--- src/rtl/div_seq.sv ---
// Sequential RV32M divider: restoring shift-subtract, one quotient bit per clock,
// fixed 33-clock latency from the accepting edge to the done pulse.
module div_seq #(
    parameter int WIDTH = 32
) (
    input  logic             clk,
    input  logic             rst_n,
    input  logic             start,
    input  logic [1:0]       op,
    input  logic [WIDTH-1:0] dividend,
    input  logic [WIDTH-1:0] divisor,
    output logic             busy,
    output logic             done,
    output logic [WIDTH-1:0] result
);

    localparam int CW = $clog2(WIDTH);

    typedef enum logic [1:0] {
        S_IDLE,
        S_RUN,
        S_FIX
    } state_e;

    state_e           state_q, state_d;
    logic [1:0]       op_q, op_d;
    logic [WIDTH-1:0] a_raw_q, a_raw_d;
    logic [WIDTH-1:0] dvsr_q, dvsr_d;
    logic [WIDTH-1:0] quo_q, quo_d;
    logic [WIDTH:0]   rem_q, rem_d;
    logic [CW-1:0]    count_q, count_d;
    logic             neg_quo_q, neg_quo_d;
    logic             neg_rem_q, neg_rem_d;
    logic [WIDTH-1:0] result_q, result_d;
    logic             done_q, done_d;

    logic             is_signed;
    logic [WIDTH+1:0] shifted;
    logic [WIDTH+1:0] diff;

    // op[0]=0 selects the signed variants (DIV, REM); op[1]=1 selects the remainder.
    assign is_signed = ~op[0];

    always_comb begin
        // NOTE: every signal gets a default first so no path leaves one unassigned (no latches).
        state_d   = state_q;
        op_d      = op_q;
        a_raw_d   = a_raw_q;
        dvsr_d    = dvsr_q;
        quo_d     = quo_q;
        rem_d     = rem_q;
        count_d   = count_q;
        neg_quo_d = neg_quo_q;
        neg_rem_d = neg_rem_q;
        result_d  = result_q;
        done_d    = 1'b0;
        shifted   = {rem_q, quo_q[WIDTH-1]};
        diff      = shifted - {2'b00, dvsr_q};

        case (state_q)
            S_IDLE: begin
                if (start) begin
                    op_d      = op;
                    a_raw_d   = dividend;
                    dvsr_d    = (is_signed && divisor[WIDTH-1])  ? (0 - divisor)  : divisor;
                    quo_d     = (is_signed && dividend[WIDTH-1]) ? (0 - dividend) : dividend;
                    rem_d     = '0;
                    count_d   = '0;
                    neg_quo_d = is_signed && (dividend[WIDTH-1] ^ divisor[WIDTH-1]);
                    neg_rem_d = is_signed && dividend[WIDTH-1];
                    state_d   = S_RUN;
                end
            end
            S_RUN: begin
                // A borrow out of the extended difference means the trial subtraction failed.
                if (diff[WIDTH+1]) begin
                    rem_d = shifted[WIDTH:0];
                    quo_d = {quo_q[WIDTH-2:0], 1'b0};
                end else begin
                    rem_d = diff[WIDTH:0];
                    quo_d = {quo_q[WIDTH-2:0], 1'b1};
                end
                count_d = count_q + 1'b1;
                if (count_q == CW'(WIDTH - 1)) begin
                    state_d = S_FIX;
                end
            end
            S_FIX: begin
                if (dvsr_q == '0) begin
                    result_d = op_q[1] ? a_raw_q : '1;
                end else if (op_q[1]) begin
                    result_d = neg_rem_q ? (0 - rem_q[WIDTH-1:0]) : rem_q[WIDTH-1:0];
                end else begin
                    result_d = neg_quo_q ? (0 - quo_q) : quo_q;
                end
                done_d  = 1'b1;
                state_d = S_IDLE;
            end
            default: state_d = S_IDLE;
        endcase
    end

    // NOTE: sequential state uses non-blocking assignments so every register samples pre-edge values.
    always_ff @(posedge clk or negedge rst_n) begin
        // NOTE: all state is reset, including the datapath, so an aborted operation leaves no residue.
        if (!rst_n) begin
            state_q   <= S_IDLE;
            op_q      <= '0;
            a_raw_q   <= '0;
            dvsr_q    <= '0;
            quo_q     <= '0;
            rem_q     <= '0;
            count_q   <= '0;
            neg_quo_q <= 1'b0;
            neg_rem_q <= 1'b0;
            result_q  <= '0;
            done_q    <= 1'b0;
        end else begin
            state_q   <= state_d;
            op_q      <= op_d;
            a_raw_q   <= a_raw_d;
            dvsr_q    <= dvsr_d;
            quo_q     <= quo_d;
            rem_q     <= rem_d;
            count_q   <= count_d;
            neg_quo_q <= neg_quo_d;
            neg_rem_q <= neg_rem_d;
            result_q  <= result_d;
            done_q    <= done_d;
        end
    end

    assign busy   = (state_q != S_IDLE);
    assign done   = done_q;
    assign result = result_q;

endmodule

--- config.mk ---
export PLATFORM = sky130hd
export DESIGN_NAME = div_seq
export DESIGN_NICKNAME = d
export VERILOG_FILES = /design/src/rtl/div_seq.sv
export SDC_FILE = /design/constraint.sdc
export NUM_CORES = 1
export LEC_CHECK = 0
export ABC_AREA = 1
export CORE_MARGIN = 2
export CORE_UTILIZATION = 35
export DETAILED_ROUTE_END_ITERATION = 6
export DONT_BUFFER_PORTS = 1
export HOLD_SLACK_MARGIN = 0.06
export RECOVER_POWER = 100
export SETUP_SLACK_MARGIN = 0.3
export SKIP_LAST_GASP = 1
export SYNTH_ARGS = -nofsm -noshare
export SYNTH_HDL_FRONTEND = slang
export SYNTH_SLANG_ARGS = --single-unit
--- constraint.sdc ---
create_clock -name clk -period 2.3 [get_ports clk]
set_clock_uncertainty 0.15 [all_clocks]
set_input_delay 0.46 -clock clk [delete_from_list [all_inputs] [get_ports clk]]
set_output_delay 0.46 -clock clk [all_outputs]
set_load 0.05 [all_outputs]
Yosys cells after proc, flatten, opt, wreduce, memory -nomap -nowiden
Cells that the tools add are included.
- bits in registers: 173
- bits of input ports: 69
- output and inout port bits: 34
- word-level logic and storage cells: 53
- $add $sub $neg: 6
- equal/unequal tests: 5
- mux-type cells: 19
- bitwise logic cells: 2
- reductions and logical operators: 10
- operator list (kind ; number):
    two-way mux 32 bit ; 8
    subtractor 1 x 32 -> 32 bit (first input constant) ; 4
    two-way mux 33 bit ; 2
    case mux 33 bit (2 select lines) ; 1
    case mux 32 bit (2 select lines) ; 1
    subtractor 34 x 32 -> 34 bit ; 1
    logical NOT 32 bit ; 1
    case mux 5 bit (2 select lines) ; 1
    AND reduction 2 bit ; 3
    adder 5 x 1 -> 5 bit (second input constant) ; 1
    equality test 5 bit (second input constant) ; 1
    two-way mux 5 bit ; 1
    two-way mux 2 bit ; 2
    != test 2 bit (second input constant) ; 2
    case mux 2 bit (2 select lines) ; 1
    nonzero test 2 bit ; 2
    logical AND 1 bit ; 3
    equality test 2 x 1 -> 1 bit (second input constant) ; 1
    equality test 2 bit (second input constant) ; 1
    logical NOT 2 bit ; 1
    two-way mux 1 bit ; 2
    NOT 1 bit ; 1
    XOR 1 bit ; 1

Depth between registers and ports, before layout
Gate-level depths: netlist of run 1.
- depth in word-level cells: 5
- gate-level depth with buffers: 18
- mapped depth without buffers: 17

Worst setup path before layout of run 1
OpenSTA, ideal clock, no wires.
- kind: register to register
- from: reg rem_q[25]
- to: reg rem_q[14]
- setup time: 0.117 ns
- data arrival time: 1.925 ns
- required time: 2.033 ns
- setup slack: 0.108 ns
- stages on the path, launching flop included: 13
- buffers on the path: 1
- clock period less this slack: 2.192 ns
- cell sequence: dfrtp_1 -> ha_1 -> a21oi_1 -> nor2_1 -> o21ai_1 -> nand3_1 -> nor2_4 -> nand2_8 -> nand2_8 -> buf_8 -> nand3_2 -> nand3_1 -> nand2_1
- word-level cells in the longest chain between the ends: 3
- ends and longest elaborated chain (element ; line ; text):
    start: declaration ; 30 ; logic [WIDTH:0] rem_q, rem_d;
    start signal: assignment ; 124 ; rem_q <= rem_d;
    subtractor 34 x 32 -> 34 bit ; 58 ; diff = shifted - {2'b00, dvsr_q};
    two-way mux 33 bit ; 76 ; if (diff[WIDTH+1]) begin
    case mux 33 bit (2 select lines) ; 60 ; case (state_q)
Every way passes these cells.
A chain may end at the register's enable or synchronous reset.

Final worst setup path of run 1
- from: reg rem_q[0]
- to: reg rem_q[5]
The elaborated chain is that of the path after synthesis.

==> run metrics, run 1 <==
Critical Path RT=about 2.6 ns; Rows=73; wirelength, routed=around 56 mm; Skew-Pair Late Insertion Delay=0.48 ns; Final WS setup=-0.0792 ns; drt wl/cell=between 15 and 20 µm; Worst EP arrival=~2.6 ns; Mean Syn Cell Area=around 6.5 µm²; Power, Total=between 30 and 40 mW; vias per cell=roughly 5.2; Final Max Tran Viols=0; Overflow after GRT=0; failing checks=negative hold slack, negative setup slack; TritonCTS clock tree=yes; LEAKAGE=9.34 nW; die area=42,300 µm²; core area=39,900 µm²; largest net degree at the start of global routing=~170; fin crit share=103%; status=finished with violations; first-pass GRT wire length=roughly 86 mm; Sw Ratio=about 52%; clock power share=~8.7%; startpoint types=flop; largest fanout on the critical path=6; max layer used=met4; Cell Pwr Density=around 1800 nW/µm²; DRC viols=0; final core occ=47.4%; register area share after synthesis=30.2%; Clk pin slew, worst setup/hold paths=~0.07 ns; slowest CP cell=dfrtp_2; most frequent cell after synthesis=nand2_1; initial antenna violation count=0; Clock Tree Buf Depth=2; io pins=103; pre-CTS setup slack=-0.266 ns; RSZ-0062 raised after global routing=yes; Nets=2,548; all-layer global routing usage=26.6%; Final ANT Viol Nets=0; CTS root buffer=clkbuf_16; Sink Count=~170; Routability Congestion=around 0.98; Final Hold Slack=-0.461 ns; vias in the first global route=between 15,000 and 20,000; CTS buffer count=17; Min Clock Period, post-route=2.38 ns; Cells after Synth=2,192; TritonRoute pass-1 iters=7; starting density of the core=35.7%; synth cell count leaders=nand2_1, inv_1, nand3_1, dfrtp_1, nor2_1; Synth Flop Type=dfrtp_1; I/O Buffers=0; Largest delay share family, worst path=simple AND/OR/NAND/NOR gates; ant diodes=0; Distinct cells, synth=between 40 and 50; DR WL met2=approximately 24 mm; EDFF count, synth=0; largest cells by area after synthesis=dfrtp_1, nand2_1, nand3_1; worst vdd ir=approximately 0.0015 V; crit path kind=reg -> reg; Metal-1 WL=25.9 mm; synthesis-to-finish area growth=33.0%; Synth top area share=a little over 30%; Slew HR=between 20% and 30%; Seq pwr share=between 10% and 20%; via count=15,600; Setup TNS Final=-1.48 ns; max frequency=roughly 0.42 GHz; htree depth=4; share of cells above drive strength 1=roughly 24%; synthesized flop and latch total=172; CP bufs+invs=2; Switch Pwr=17.2 mW; Yosys warnings=0; fraction of registers with async set/reset=between 90% and 100%; # setup viols final=32; Die Ht=about 210 µm; hold crit path type=in -> async; crit path capture type=flop; Synth area leader=dfrtp_1; Detail Route met3 WL=a little over 4 mm; Cell Int Power=approximately 16 mW; endpoints failing hold=172; Crit path largest cell delay=~0.48 ns; max cap viols=0; combinational share of power=73.3%; DPL Wire Length=roughly 42 mm; critical path cell sequence=buf_6 -> ha_4 -> nand2_4 -> nor2_4 -> nand3_2 -> nand3_4 -> nand2_4 -> nand2_4 -> nand2_8 -> nand2_8 -> nand2_8 -> buf_12 -> nand3_2 -> nand3_1 -> nand2_1; Iteration-0 DRC Markers=1,525; Die W=about 210 µm; Worst Max-Slew Pin Slew=approximately 1.1 ns; Post-Syn Nets=~2,300; Syn Std Cell Area=~14,000 µm²; Hold Buf Count CTS=42
-- state kept, by name, indices dropped and copies added (netlist names) --
register / cells
rem_q: 33
dvsr_q: 32
state_q: 2
neg_quo_q: 1
a_raw_q: 32
result: 32
neg_rem_q: 1
done: 1
count_q: 5
quo_q: 32
op_q: 1
-- per-stage QoR --
step	area, µm²	hold WS, ns	std cells
2_1_floorplan	14400	0.0144	2192
3_3_place_gp	16600	0.0217	2869
3_5_place_dp	16600	0.0206	2869
4_1_cts	18300	-0.484	2962
5_1_grt	18900	-0.486	2978
6_report	18900	-0.461	2978
-- routing by layer --
metal | up-vias | global-route usage [%]
met2 | 510 | 40.0
li1 | 7598 | -
met1 | 7380 | 37.5
met4 | 0 | 10.6
met3 | 100 | 5.08
met5 | - | 0
-- power by group through the flow --
stage	Sequential (mW)	Combinational, mW	Clock [mW]
after floorplan	5.58	13.3	0
after global placement	5.82	21.1	0
final	5.98	24.4	2.91
after global routing	6.11	26.8	3.07
after detailed placement	5.84	21.3	0
after CTS	5.91	22.6	2.96
-- area by class of cell --
type / count / area [µm²]
clock buffers: 17 / 425
clock inverters: 15 / 146
fillers: 3986 / 21000
inverters: 309 / 1190
multi-input cells: 1634 / 9430
flip-flops and latches: 172 / 4320
well taps: 525 / 657
repair buffers: 306 / 2770
-- timing repair --
item	4_1_cts	5_1_grt
gates cloned	6	3
pin swaps	16	46
endpoints found under the hold margin	228	172
endpoints found under the setup margin	75	99
buffers inserted	13	13
gates resized for setup	128	134
-- layout by cell type, fill, tap and decap left out, types with 12 or more instances in the layout --
master         netlist  layout
nand2_1            660     613
inv_1              300     265
buf_4                3     231
nand3_1            259     222
dfrtp_1            172     160
nor2_1             167     149
o21ai_0            141     121
nand3_2             43      72
a21oi_1             64      53
nand2_2              3      43
dlygate4sd3_1        0      42
inv_2                6      38
xor2_1              35      35
ha_4                 0      32
a22oi_1             30      30
nand4_1             28      28
nor3_1              30      22
buf_12               3      20
o21ai_1              7      19
nand3b_1            18      18
nor2_2               8      18
clkbuf_16            0      18
xnor2_1             17      16
nor2_4               4      14
dfrtp_2              0      12
-- final timing paths --
check,endpoint,startpoint,cells after the start,slack (ns)
max,rem_q[5],rem_q[0],15,-0.08
min,dvsr_q[15],rst_n,0,-0.46
max reg2reg,rem_q[5],rem_q[0],15,-0.08
min reg2reg,a_raw_q[20],a_raw_q[20],2,0.34
max in group asynchronous,rem_q[0],rst_n,0,1.92
min in group clk,quo_q[4],dividend[4],2,0.06
-- kinds of logic after synthesis --
kind of cell             after synthesis  synth area share, %
AND/OR/NAND/NOR                     1258                 40.5
adder cells (fa/ha/maj)               39                 3.48
AO/OA/AOI/OAI                        282                 11.1
flip-flops                           172                 30.2
XOR/XNOR                              52                 3.20
buffers and inverters                389                 11.5
No activity file was read; power rests on OpenSTA's default activity.
==> inputs of run 2 (changes only) <==
--- a/config.mk
+++ b/config.mk
@@ -6,11 +6,13 @@
 export NUM_CORES = 1
 export LEC_CHECK = 0
 export ABC_AREA = 1
+export CAP_MARGIN = 20
 export CORE_MARGIN = 2
 export CORE_UTILIZATION = 35
 export DETAILED_ROUTE_END_ITERATION = 6
 export DONT_BUFFER_PORTS = 1
 export HOLD_SLACK_MARGIN = 0.06
+export PLACE_DENSITY = 0.55
 export RECOVER_POWER = 100
 export SETUP_SLACK_MARGIN = 0.3
 export SKIP_LAST_GASP = 1
==> run metrics, run 2 (synthesized netlist as in run 1, its figures left out) <==
largest net degree at the start of global routing=around 170; Clock Tree Buf Depth=2; Hold Buf Count CTS=36; status=finished with violations; Final WS setup=-0.120 ns; Overflow after GRT=0; Critical Path RT=2.56 ns; fin crit share=105%; area of placed instances=16,500 µm²; startpoint types=flop; starting density of the core=between 30 and 40%; Final Max Tran Viols=0; Skew-Pair Late Insertion Delay=0.47 ns; ant diodes=0; Detail Route met3 WL=between 3 and 4 mm; LEAKAGE=between 9 and 10 nW; Die W=roughly 200 µm; via count=15,800; Nets=~2,600; die area=about 42,000 µm²; Cell Pwr Density=about 1700 nW/µm²; pre-CTS setup slack=-0.253 ns; Worst Max-Slew Pin Slew=~1.1 ns; DRC viols=0; CTS buffer count=17; all-layer global routing usage=a little over a quarter; Metal-1 WL=around 26 mm; Biggest register=rem_q; Min Clock Period, post-route=roughly 2.4 ns; Clk pin slew, worst setup/hold paths=around 0.08 ns; I/O Buffers=0; core area=approximately 40,000 µm²; Routability Congestion=0.932; # setup viols final=39; final core occ=49.2%; crit path capture type=flop; TritonCTS clock tree=yes; drt wl/cell=~19 µm; worst vdd ir=0.00110 V; Iteration-0 DRC Markers=1,260; share of cells above drive strength 1=~28%; RSZ-0062 raised after global routing=yes; crit path kind=reg -> reg; first-pass GRT wire length=around 86 mm; TritonRoute pass-1 iters=6; io pins=about 100; max reg flops=33; Sink Count=between 150 and 200; Final Instance Area=roughly 20,000 µm²; Rows=73; largest fanout on the critical path=8; max frequency=0.413 GHz; most frequent cells in the layout=nand2_1, inv_1, buf_4; Final Hold Slack=-0.459 ns; Slew HR=a little under a quarter; endpoints failing hold=approximately 170; DPL Wire Length=between 40 and 50 mm; Die Ht=206 µm; DR WL met2=about 25 mm; htree depth=4; vias in the first global route=14,900; commonest non-fill, non-tap cell in the layout=nand2_1; Final ANT Viol Nets=0; vias per cell=5.25; wirelength, routed=between 50 and 60 mm; CTS root buffer=clkbuf_16; Worst EP arrival=2.68 ns; Setup TNS Final=-2.52 ns; failing checks=negative hold slack, negative setup slack; hold crit path type=in -> async; initial antenna violation count=0; synthesis-to-finish area growth=38.1%; max cap viols=0; max layer used=met4
## run 2: metrics by stage
| stage | total power, mW | std cells |
|---|---|---|
| 4_1_cts | 32.6 | 2986 |
| 6_report | 34.0 | 3007 |
| 3_5_place_dp | 27.0 | 2871 |
| 2_1_floorplan | 18.8 | 2192 |
| 5_1_grt | 36.8 | 3007 |
| 3_3_place_gp | 26.8 | 2871 |
## run 2: critical path, stage by stage, from the launching register on
cell and delay, ns:
dfrtp_1 0.40, inv_2 0.09, ha_4 0.21, a21oi_4 0.13, nor2_2 0.06, o21ai_2 0.14, nand3_2 0.15, nor2_4 0.25
buf_6 0.14, nand3_4 0.14, buf_12 0.22, nand3_2 0.08, nand3_1 0.10, nand2_1 0.09
## run 2: what timing repair did
item | in CTS | in global routing
endpoints found under the hold margin | 218 | 172
resized for setup | 222 | 123
pin swaps | 58 | 64
setup endpoints to repair | 72 | 99
setup buffers | 33 | 20
gates cloned | 14 | 1
## run 2: report_power, final
part / switching [mW] / leakage [nW] / internal (mW)
Clock: 1.45 / 0.298 / 1.65
Combinational: 14.3 / 7.29 / 10.6
Sequential: 1.61 / 2.06 / 4.40
## run 2: worst paths after layout
path | end | cells after the start | start | slack (ns)
worst max register to register | rem_q[29] | 13 | dvsr_q[26] | -0.12
worst min-delay path | dvsr_q[13] | 0 | rst_n | -0.46
min in group clk | quo_q[27] | 3 | dividend[27] | 0.08
max in group asynchronous | rem_q[15] | 0 | rst_n | 1.99
worst max-delay path | rem_q[29] | 13 | dvsr_q[26] | -0.12
worst min register to register | a_raw_q[26] | 2 | a_raw_q[26] | 0.34
## run 2: metal layers
layer / vias up / GRT usage, %
li1: 7672 / -
met1: 7532 / 38.6
met2: 528 / 42.3
met3: 58 / 4.20
met4: 0 / 5.37
met5: - / 0
## run 2: layout make-up
cell class | instances | area (µm²)
fillers | 3943 | 20300
multi-input cells | 1635 | 9790
flip-flops and latches | 172 | 4320
repair buffers | 334 | 3120
inverters | 309 | 1170
well taps | 525 | 657
clock buffers | 18 | 429
clock inverters | 14 | 171
==> inputs of run 3 (changes only) <==
--- a/config.mk
+++ b/config.mk
@@ -9,6 +9,7 @@
 export CAP_MARGIN = 20
 export CORE_MARGIN = 2
 export CORE_UTILIZATION = 35
+export CTS_BUF_LIST = sky130_fd_sc_hd__clkbuf_16
 export DETAILED_ROUTE_END_ITERATION = 6
 export DONT_BUFFER_PORTS = 1
 export HOLD_SLACK_MARGIN = 0.06
==> run metrics, run 3 (synthesized netlist as in run 1, its figures left out) <==
hold crit path type=in -> async; Biggest register=rem_q; synthesis-to-finish area growth=38.1%; Routability Congestion=0.932; largest net degree at the start of global routing=roughly 170; Seq pwr share=between 10% and 20%; R2R cell count=13; Setup TNS Final=-2.56 ns; number of fillers in the final layout=just under 4,000; Largest delay share family, worst path=simple AND/OR/NAND/NOR gates; Sink Count=roughly 170; RR Startpoint=dvsr_q[26]; core area=between 30,000 and 40,000 µm²; CTS root buffer=clkbuf_16; CTS buffer count=17; Die W=206 µm; Cell Pwr Density=roughly 1700 nW/µm²; startpoint types=flop; initial antenna violation count=0; Critical Path RT=around 2.6 ns; # setup viols final=39; max frequency=slightly above 0.4 GHz; Final ANT Viol Nets=0; die area=42,300 µm²; LEAKAGE=slightly below 10 nW; Power, Total=approximately 34 mW; Clock Tree Buf Depth=2; first-pass GRT wire length=approximately 86 mm; Critical path origin=dvsr_q[26]; Worst Max-Slew Pin Slew=roughly 1.1 ns; Nets=approximately 2,600; critical path cell sequence=inv_2 -> ha_4 -> a21oi_4 -> nor2_2 -> o21ai_2 -> nand3_2 -> nor2_4 -> buf_6 -> nand3_4 -> buf_12 -> nand3_2 -> nand3_1 -> nand2_1; largest fanout on the critical path=8; Final WS setup=-0.118 ns; Sw Ratio=about half; Slew HR=23.9%; R2R Setup Slk=-0.12 ns; worst setup path end=rem_q[29]; crit path kind=reg -> reg; vias in the first global route=~15,000; DRC viols=0; Die Ht=206 µm; cell count along the critical path=13; Worst R2R End=rem_q[29]; Hold Buf Count CTS=36; RSZ-0062 raised after global routing=yes; worst vdd ir=about 0.0011 V; combinational share of power=73.2%; endpoints failing hold=172; Final Hold Slack=-0.459 ns; Rows=73; io pins=between 100 and 150; Skew-Pair Late Insertion Delay=0.47 ns; Switch Pwr=between 15 and 20 mW; max reg flops=33; crit path capture type=flop; commonest non-fill, non-tap cell in the layout=nand2_1; Most Frequent Cell on Critical Path=nand3_2; slowest CP cell=dfrtp_1; clock power share=a little over 9%; Min Clock Period, post-route=approximately 2.4 ns; ant diodes=0; Clk pin slew, worst setup/hold paths=0.08 ns; max cap viols=0; TritonRoute pass-1 iters=5; via count=approximately 16,000; Overflow after GRT=0; htree depth=4; Final Max Tran Viols=0; status=finished with violations; CP bufs+invs=3; vias per cell=approximately 5.2; all-layer global routing usage=a little over a quarter; starting density of the core=35.7%; share of cells above drive strength 1=roughly 28%; most frequent cells in the layout=nand2_1, inv_1, buf_4; fin crit share=105%; I/O Buffers=0; Iteration-0 DRC Markers=~1,300; Crit path largest cell delay=0.40 ns; drt wl/cell=18.6 µm; TritonCTS clock tree=yes; failing checks=negative hold slack, negative setup slack; wirelength, routed=56.0 mm; Worst EP arrival=approximately 2.7 ns; Cell Int Power=16.6 mW; DPL Wire Length=approximately 41 mm
run 3: changes by cell type in the layout (fill, tap and decap cells not counted):
cell,before,now
clkbuf_1,2,1
inv_1,262,263
run 3: final cells by class:
class                      count  area (µm²)  area share (%)
multi-input combinational   1635        9790            49.8
sequential                   172        4320            22.0
tap                          525         657            3.34
timing repair buffer         334        3120            15.9
inverter                     309        1170            5.93
clock inverter                15         175           0.891
clock buffer                  17         425            2.16
run 3: how the worst min path moves through the flow:
stage	start	to	slack (ns)	depth (start not counted)
final	rst_n	dvsr_q[13]	-0.46	0
after global routing	rst_n	dvsr_q[13]	-0.47	0
after CTS	rst_n	dvsr_q[13]	-0.48	0
after detailed placement	rst_n	dvsr_q[13]	0.02	0
after global placement	rst_n	dvsr_q[13]	0.02	0
after floorplan	rst_n	a_raw_q[0]	0.01	0
run 3: stage by stage:
step / worst slack (ns) / hold WS, ns / utilization [%] / area (µm²) / std cells
floorplan: 0.186 / 0.0144 / - / 14400 / 2192
global placement: -0.257 / 0.0187 / 41.4 / 16500 / 2871
detailed placement: -0.253 / 0.0182 / 41.4 / 16500 / 2871
CTS: -0.0688 / -0.482 / 47.5 / 19000 / 2986
global route: -0.204 / -0.474 / 49.2 / 19700 / 3007
finish: -0.118 / -0.459 / 49.2 / 19700 / 3007
run 3: what timing repair did:
action,CTS,global route
gates cloned,14,1
endpoints found under the setup margin,72,99
resized for setup,222,123
pin swaps,58,64
hold endpoints to repair,218,172
setup buffers,33,20
run 3: metal layers:
layer	vias up	routed length, µm	GRT usage, %
met3	56	3740	4.20
li1	7673	-	-
met1	7536	26000	38.6
met4	0	943	5.37
met2	512	25300	42.3
met5	-	0	0
run 3: worst register-to-register path, stage by stage, from the launching register on:
cell,delay [ns]
dfrtp_1,0.40
inv_2,0.09
ha_4,0.22
a21oi_4,0.13
nor2_2,0.06
o21ai_2,0.14
nand3_2,0.15
nor2_4,0.26
buf_6,0.14
nand3_4,0.14
buf_12,0.23
nand3_2,0.08
nand3_1,0.10
nand2_1,0.09
run 3: power groups by stage:
stage	sequential, mW	clock (mW)	combinational (mW)
2_1_floorplan	5.58	0	13.3
3_3_place_gp	5.83	0	21.0
3_5_place_dp	5.85	0	21.2
4_1_cts	5.93	3.15	23.5
5_1_grt	6.13	3.27	27.4
6_report	6.01	3.09	24.9
